==> src/rtl/dcache_req_ctrl.sv <==
`default_nettype none
// ============================================================================
//  Module      : dcache_req_ctrl
//  Description : Sequencer between the memory pipeline stage and the data
//                cache. Captures one load/store from exe1, drives the cache
//                request until the address is accepted, waits for
//                completion, then aligns and extends load data for writeback.
//                The upstream pipeline is stalled while an access is in
//                flight.
//
//  Ports
//    clk, rstn           clock; synchronous active-low reset
//    req_*               load/store request from exe1
//    flush               cancels the current or incoming access
//    valid, op, addr,    cache request (op: 1 write, 0 read)
//    write_type,
//    w_data_CPU          byte enables and lane-replicated store data
//    addr_valid          cache accepted the request this cycle
//    data_valid          read data returned / write completed
//    r_data_CPU          cache read word
//    wb_valid, wb_rd,    one-cycle load writeback
//    wb_data
//    stall_because_cache hold upstream while state != IDLE
//    exp_ale             one-cycle misaligned-access pulse
//
//  Configuration
//    DCACHE_ALIGN_CHECK_EN  defined  : misaligned half/word requests are
//                                      rejected and flagged on exp_ale.
//                           undefined: exp_ale tied low; misaligned low
//                                      address bits are forced to zero.
//
//  Revision    : 1.0  initial release
// ============================================================================
module dcache_req_ctrl (
    input  logic        clk,
    input  logic        rstn,
    input  logic        req_valid,
    input  logic        req_write,
    input  logic [1:0]  req_width,
    input  logic        req_signed,
    input  logic [31:0] req_addr,
    input  logic [31:0] req_wdata,
    input  logic [4:0]  req_rd,
    input  logic        flush,
    output logic        valid,
    output logic        op,
    output logic [31:0] addr,
    output logic [3:0]  write_type,
    output logic [31:0] w_data_CPU,
    input  logic        addr_valid,
    input  logic        data_valid,
    input  logic [31:0] r_data_CPU,
    output logic        wb_valid,
    output logic [4:0]  wb_rd,
    output logic [31:0] wb_data,
    output logic        stall_because_cache,
    output logic        exp_ale
);

    localparam logic [1:0] S_IDLE = 2'd0;
    localparam logic [1:0] S_REQ  = 2'd1;
    localparam logic [1:0] S_WAIT = 2'd2;

    localparam logic [1:0] c_WIDTH_BYTE = 2'b00;
    localparam logic [1:0] c_WIDTH_HALF = 2'b01;

    logic [1:0]  r_state;
    logic [1:0]  w_state_nxt;
    logic        r_kill;
    logic        w_kill_nxt;

    logic        r_op;
    logic [31:0] r_addr;
    logic [3:0]  r_write_type;
    logic [31:0] r_wdata_lane;
    logic [1:0]  r_width;
    logic        r_signed;
    logic [4:0]  r_rd;

    logic        r_wb_valid;
    logic [4:0]  r_wb_rd;
    logic [31:0] r_wb_data;

    logic        w_accept;
    logic        w_complete;
    logic [31:0] w_cap_addr;
    logic [3:0]  w_cap_write_type;
    logic [31:0] w_cap_wdata;
    logic [31:0] w_rdata_shifted;
    logic [15:0] w_rdata_half;
    logic [31:0] w_load_result;

    // ------------------------------------------------------------------
    // Request acceptance and address capture
    // ------------------------------------------------------------------
`ifdef DCACHE_ALIGN_CHECK_EN
    logic w_misaligned;
    logic r_exp_ale;

    assign w_misaligned = ((req_width == c_WIDTH_HALF) & req_addr[0]) |
                          (req_width[1] & (|req_addr[1:0]));
    assign w_accept     = (r_state == S_IDLE) & req_valid & ~flush & ~w_misaligned;
    assign w_cap_addr   = req_addr;
    assign exp_ale      = r_exp_ale;
`else
    assign w_accept = (r_state == S_IDLE) & req_valid & ~flush;

    // Misaligned low bits are dropped so the cache always sees a naturally
    // aligned half/word address.
    always_comb begin
        w_cap_addr = req_addr;
        if (req_width == c_WIDTH_HALF) begin
            w_cap_addr[0] = 1'b0;
        end else if (req_width[1]) begin
            w_cap_addr[1:0] = 2'b00;
        end
    end

    assign exp_ale = 1'b0;
`endif

    always_comb begin
        w_cap_write_type = 4'b1111;
        w_cap_wdata      = req_wdata;
        if (req_width == c_WIDTH_BYTE) begin
            w_cap_write_type = 4'b0001 << w_cap_addr[1:0];
            w_cap_wdata      = {4{req_wdata[7:0]}};
        end else if (req_width == c_WIDTH_HALF) begin
            w_cap_write_type = 4'b0011 << {w_cap_addr[1], 1'b0};
            w_cap_wdata      = {2{req_wdata[15:0]}};
        end
    end

    // ------------------------------------------------------------------
    // Next-state logic
    // ------------------------------------------------------------------
    always_comb begin
        w_state_nxt = r_state;
        case (r_state)
            S_IDLE: begin
                if (w_accept) begin
                    w_state_nxt = S_REQ;
                end
            end
            S_REQ: begin
                if (addr_valid & data_valid) begin
                    w_state_nxt = S_IDLE;
                end else if (addr_valid) begin
                    w_state_nxt = S_WAIT;
                end else if (flush) begin
                    w_state_nxt = S_IDLE;
                end
            end
            S_WAIT: begin
                if (data_valid) begin
                    w_state_nxt = S_IDLE;
                end
            end
            default: begin
                w_state_nxt = S_IDLE;
            end
        endcase
    end

    // The kill flag only matters while an accepted address is outstanding;
    // it is cleared whenever the controller returns to IDLE.
    always_comb begin
        w_kill_nxt = 1'b0;
        if (w_state_nxt != S_IDLE) begin
            w_kill_nxt = r_kill | (flush & (r_state != S_IDLE));
        end
    end

    assign w_complete = ((r_state == S_REQ)  & addr_valid & data_valid) |
                        ((r_state == S_WAIT) & data_valid);

    // ------------------------------------------------------------------
    // Load data alignment and extension
    // ------------------------------------------------------------------
    assign w_rdata_shifted = r_data_CPU >> {r_addr[1:0], 3'b000};
    assign w_rdata_half    = r_addr[1] ? r_data_CPU[31:16] : r_data_CPU[15:0];

    always_comb begin
        w_load_result = r_data_CPU;
        if (r_width == c_WIDTH_BYTE) begin
            w_load_result = {{24{r_signed & w_rdata_shifted[7]}}, w_rdata_shifted[7:0]};
        end else if (r_width == c_WIDTH_HALF) begin
            w_load_result = {{16{r_signed & w_rdata_half[15]}}, w_rdata_half};
        end
    end

    // ------------------------------------------------------------------
    // Registers
    // ------------------------------------------------------------------
    always_ff @(posedge clk) begin
        if (!rstn) begin
            r_state      <= S_IDLE;
            r_kill       <= 1'b0;
            r_op         <= 1'b0;
            r_addr       <= 32'd0;
            r_write_type <= 4'd0;
            r_wdata_lane <= 32'd0;
            r_width      <= 2'd0;
            r_signed     <= 1'b0;
            r_rd         <= 5'd0;
            r_wb_valid   <= 1'b0;
            r_wb_rd      <= 5'd0;
            r_wb_data    <= 32'd0;
        end else begin
            r_state <= w_state_nxt;
            r_kill  <= w_kill_nxt;

            if (w_accept) begin
                r_op         <= req_write;
                r_addr       <= w_cap_addr;
                r_write_type <= w_cap_write_type;
                r_wdata_lane <= w_cap_wdata;
                r_width      <= req_width;
                r_signed     <= req_signed;
                r_rd         <= req_rd;
            end

            // A flush arriving in the completion cycle also cancels the
            // writeback of the access being completed.
            r_wb_valid <= w_complete & ~r_op & ~r_kill & ~flush;
            if (w_complete) begin
                r_wb_rd   <= r_rd;
                r_wb_data <= w_load_result;
            end
        end
    end

`ifdef DCACHE_ALIGN_CHECK_EN
    always_ff @(posedge clk) begin
        if (!rstn) begin
            r_exp_ale <= 1'b0;
        end else begin
            r_exp_ale <= (r_state == S_IDLE) & req_valid & ~flush & w_misaligned;
        end
    end
`endif

    // ------------------------------------------------------------------
    // Outputs
    // ------------------------------------------------------------------
    assign valid               = (r_state == S_REQ);
    assign op                  = r_op;
    assign addr                = r_addr;
    assign write_type          = r_write_type;
    assign w_data_CPU          = r_wdata_lane;
    assign wb_valid            = r_wb_valid;
    assign wb_rd               = r_wb_rd;
    assign wb_data             = r_wb_data;
    assign stall_because_cache = (r_state != S_IDLE);

endmodule
`default_nettype wire

==> config.mk <==
export PLATFORM = sky130hd
export DESIGN_NAME = dcache_req_ctrl
export DESIGN_NICKNAME = d
export VERILOG_FILES = /design/src/rtl/dcache_req_ctrl.sv
export SDC_FILE = /design/constraint.sdc
export NUM_CORES = 1
export LEC_CHECK = 0
export CELL_PAD_IN_SITES_DETAIL_PLACEMENT = 2
export CELL_PAD_IN_SITES_GLOBAL_PLACEMENT = 2
export CORE_ASPECT_RATIO = 1.5
export CORE_MARGIN = 2
export CORE_UTILIZATION = 26
export CTS_BUF_LIST = sky130_fd_sc_hd__clkbuf_2
export CTS_CLUSTER_DIAMETER = 50
export CTS_CLUSTER_SIZE = 10
export DETAILED_ROUTE_END_ITERATION = 12
export GPL_TIMING_DRIVEN = 1
export HOLD_SLACK_MARGIN = 0.1
export PLACE_DENSITY_LB_ADDON = 0.05
export SETUP_SLACK_MARGIN = 0.05
export SYNTH_ARGS = -nofsm -noshare
export SYNTH_HDL_FRONTEND = slang
export SYNTH_SLANG_ARGS = --single-unit
==> constraint.sdc <==
create_clock -name clk -period 4.8 [get_ports clk]
set_input_delay 1.44 -clock clk [delete_from_list [all_inputs] [get_ports clk]]
set_output_delay 1.44 -clock clk [all_outputs]
set_load 0.05 [all_outputs]
==> results.toml <==
[status]
status = "complete, no violations"

[worst_setup_path]
cp_num_buf_inv = 1
critPathMaxStageDelay_ns = 0.93
cp-end-kind = "output pin"
startpoint_type = "flip-flop"
critical_path_required_ns = 3.36
cpMaxStageDelayCell = "clkdlybuf4s50_1"
critPathArrivalTime_ns = 2.43
crit_chain = "clkdlybuf4s50_1"
crit_type = "reg2out"
cp_top_family = "buffers and inverters"
crit_fanout = 11

[timing]
slew_headroom = 0.348
min_period_over_period = 0.805
clock_skew_ns = 0.0339
finalMaxSlewViolations = 0
period_needed_ns = 3.87
fmax_ghz = 0.259
final_hold_viol_count = 0
grt_setup_unrepaired = "false"
setup_viol = 0
tns_ns = 0
worst_pin_slew_ns = 0.978

[clocking]
clock_latency_ns = 0.69
post-cts-setup-buffers = 0
cts-htree-levels = 4
cts_resized = 0
hold_buffers = 0
cts_tree = "yes"
cts_root_buffer = "clkbuf_2"
clock_path_buffers = 2
cts_made_buffers = 17
cts.sinks = 118
clkTransAtPathRegs_ns = 0.19

[route]
drtAntennaViolNets = 0
vias_per_cell = 4.89
drtPass1Iterations = 4
vias = 5254
drc = 0
wl_per_cell_um = 19.2
drt_iter0_drc = 231
wl_um = 20600

[pwr]
leakage_nw = 2.96
power.total_mw = 2.23
ir_drop_uv = 162
powerDensity_mw_per_mm2 = 287

[cells_and_area]
area_growth_pct = 49.6
drive_above_1_share = 0.0640
stdcell_count = 1074
nets = 910
fillerInstances = 2237

[grt]
grt.overflow.total = 0
met3_usage = 0.0656
grt_usage = 0.193
grt_util_met1 = 0.183
antenna_found_initial = 1
use_met2 = 0.381
grt_max_degree = 77
first_global_vias = 5702
grt_pass1_wl_um = 31400
gr-max-usage-layer = "met2"

[synth]
yosysUniqueCellTypes = 41
async_flop_share = 0
synth_top_area_share = 0.454
synth_edf_count = 0
ys_seq_area_frac = 0.454
synth.area.top_cells = "dfxtp_1, nand2_1, a21boi_1, mux2i_1, o21ai_0"
yosysMostFrequentCell = "nand2_1"
synth_nets = 715
synth_seq_cells = 118
avgSynthCellArea_um2 = 8.62
synth_common_cells = "nand2_1, dfxtp_1, a21boi_1"
synth_area_mm2 = 0.00521
syn_inst = 604
synth_flop_cell = "dfxtp_1"
yosysWarnings = 0
synth.largest_area_cell = "dfxtp_1"

[floorplanning]
die_w_um = 120
core_mm2 = 0.0197
start_util = 0.264
ios = 221
dieArea_mm2 = 0.0212
rows = 63
die_h_um = 177

[job]
cap_violations = 0

[place]
dp.cells = 1040
place.detailed.hpwl_um = 15200
io_buffers = 219
gp_congestion = 0.787

[min_path]
hold_path.class = "reg2reg"
==> power breakdown <==
group	total [mW]	switching [mW]	internal (mW)	leakage (nW)
sequential	1.06	0.0309	1.03	0.962
combinational	0.522	0.306	0.216	1.87
clock	0.654	0.415	0.239	0.132
total	2.23	0.752	1.48	2.96
==> cell families after synthesis <==
| family | after synthesis | share of synthesized area |
|---|---|---|
| simple gates | 228 | 0.183 |
| compound gates | 171 | 0.233 |
| flops | 118 | 0.454 |
| buf+inv | 54 | 0.0519 |
| mux | 32 | 0.0783 |
| other cells | 1 | 0.000720 |
==> area by class of cell <==
cell class / instances / area [um2] / share of cell area
Antenna cell: 2 / 5.00 / 0.000642
Clock buffer: 17 / 85.1 / 0.0109
Clock inverter: 15 / 155 / 0.0199
Inverter: 3 / 11.3 / 0.00145
Multi-Input combinational cell: 432 / 2580 / 0.332
Sequential cell: 118 / 2360 / 0.303
Tap cell: 260 / 325 / 0.0418
Timing Repair Buffer: 227 / 2260 / 0.290
==> worst reg2reg max path, cell delays in order (launching register included) <==
cell and delay, ns:
dfxtp_1 0.40, or4b_2 1.13, buf_4 0.40, nand2_1 0.11, a21boi_1 0.07
==> stage by stage <==
stage	utilization	hold slack, ns	setup slack, ns	area (um2)
global route	0.395	0.476	0.746	7790
floorplan	-	0.399	2.26	5210
detailed placement	0.383	0.436	1.04	7540
global placement	0.383	0.427	1.09	7540
CTS	0.395	0.456	0.818	7780
finish	0.395	0.457	0.935	7790
==> per-layer routing <==
| layer | wire, um | vias up |
|---|---|---|
| li1 | - | 2476 |
| met1 | 7250 | 2600 |
| met2 | 11500 | 152 |
| met3 | 1350 | 26 |
| met4 | 482 | 0 |
| met5 | 0 | - |
==> state kept, by name (all words and copies together) (netlist names), 2 cells and up <==
| signal | flops |
|---|---|
| write_type | 4 |
| r_state | 2 |
| wb_rd | 5 |
| r_width | 2 |
| w_data_CPU | 32 |
| r_rd | 5 |
| wb_data | 32 |
| addr | 32 |
==> cells in the final DEF, fill, tap and decap left out, types with 2 or more instances in the layout <==
cell type	Yosys	final
buf_4	12	8
o211a_1	16	16
diode_2	0	2
bufinv_16	0	2
nor2_1	21	21
nor2b_1	7	7
mux4_2	7	7
or3_1	7	7
clkbuf_2	0	17
inv_1	2	2
mux2i_1	25	25
clkinvlp_4	0	4
a21oi_1	26	26
inv_6	0	2
nand2b_1	3	3
o21ai_0	37	37
dfxtp_1	118	118
nand2_1	171	171
clkinv_1	1	3
clkinv_4	0	4
a31oi_1	9	9
o211ai_1	8	8
clkdlybuf4s50_1	0	218
nand3_1	9	9
a21boi_1	58	57
nand3b_1	2	2
o221a_1	8	8
==> worst paths after layout <==
path                                             from                   end  slack [ns]  depth (start not counted)
worst max register to register  r_state[1]$_SDFF_PN0_  addr[5]$_SDFFE_PN0P_        2.61                          4
worst max-delay path             addr[0]$_SDFFE_PN0P_               addr[0]        0.93                          1
worst min register to register      r_kill$_SDFF_PN0_   wb_valid$_SDFF_PN0_        0.46                          1
worst min-delay path                r_kill$_SDFF_PN0_   wb_valid$_SDFF_PN0_        0.46                          1
(Power assumes the default switching activity.)
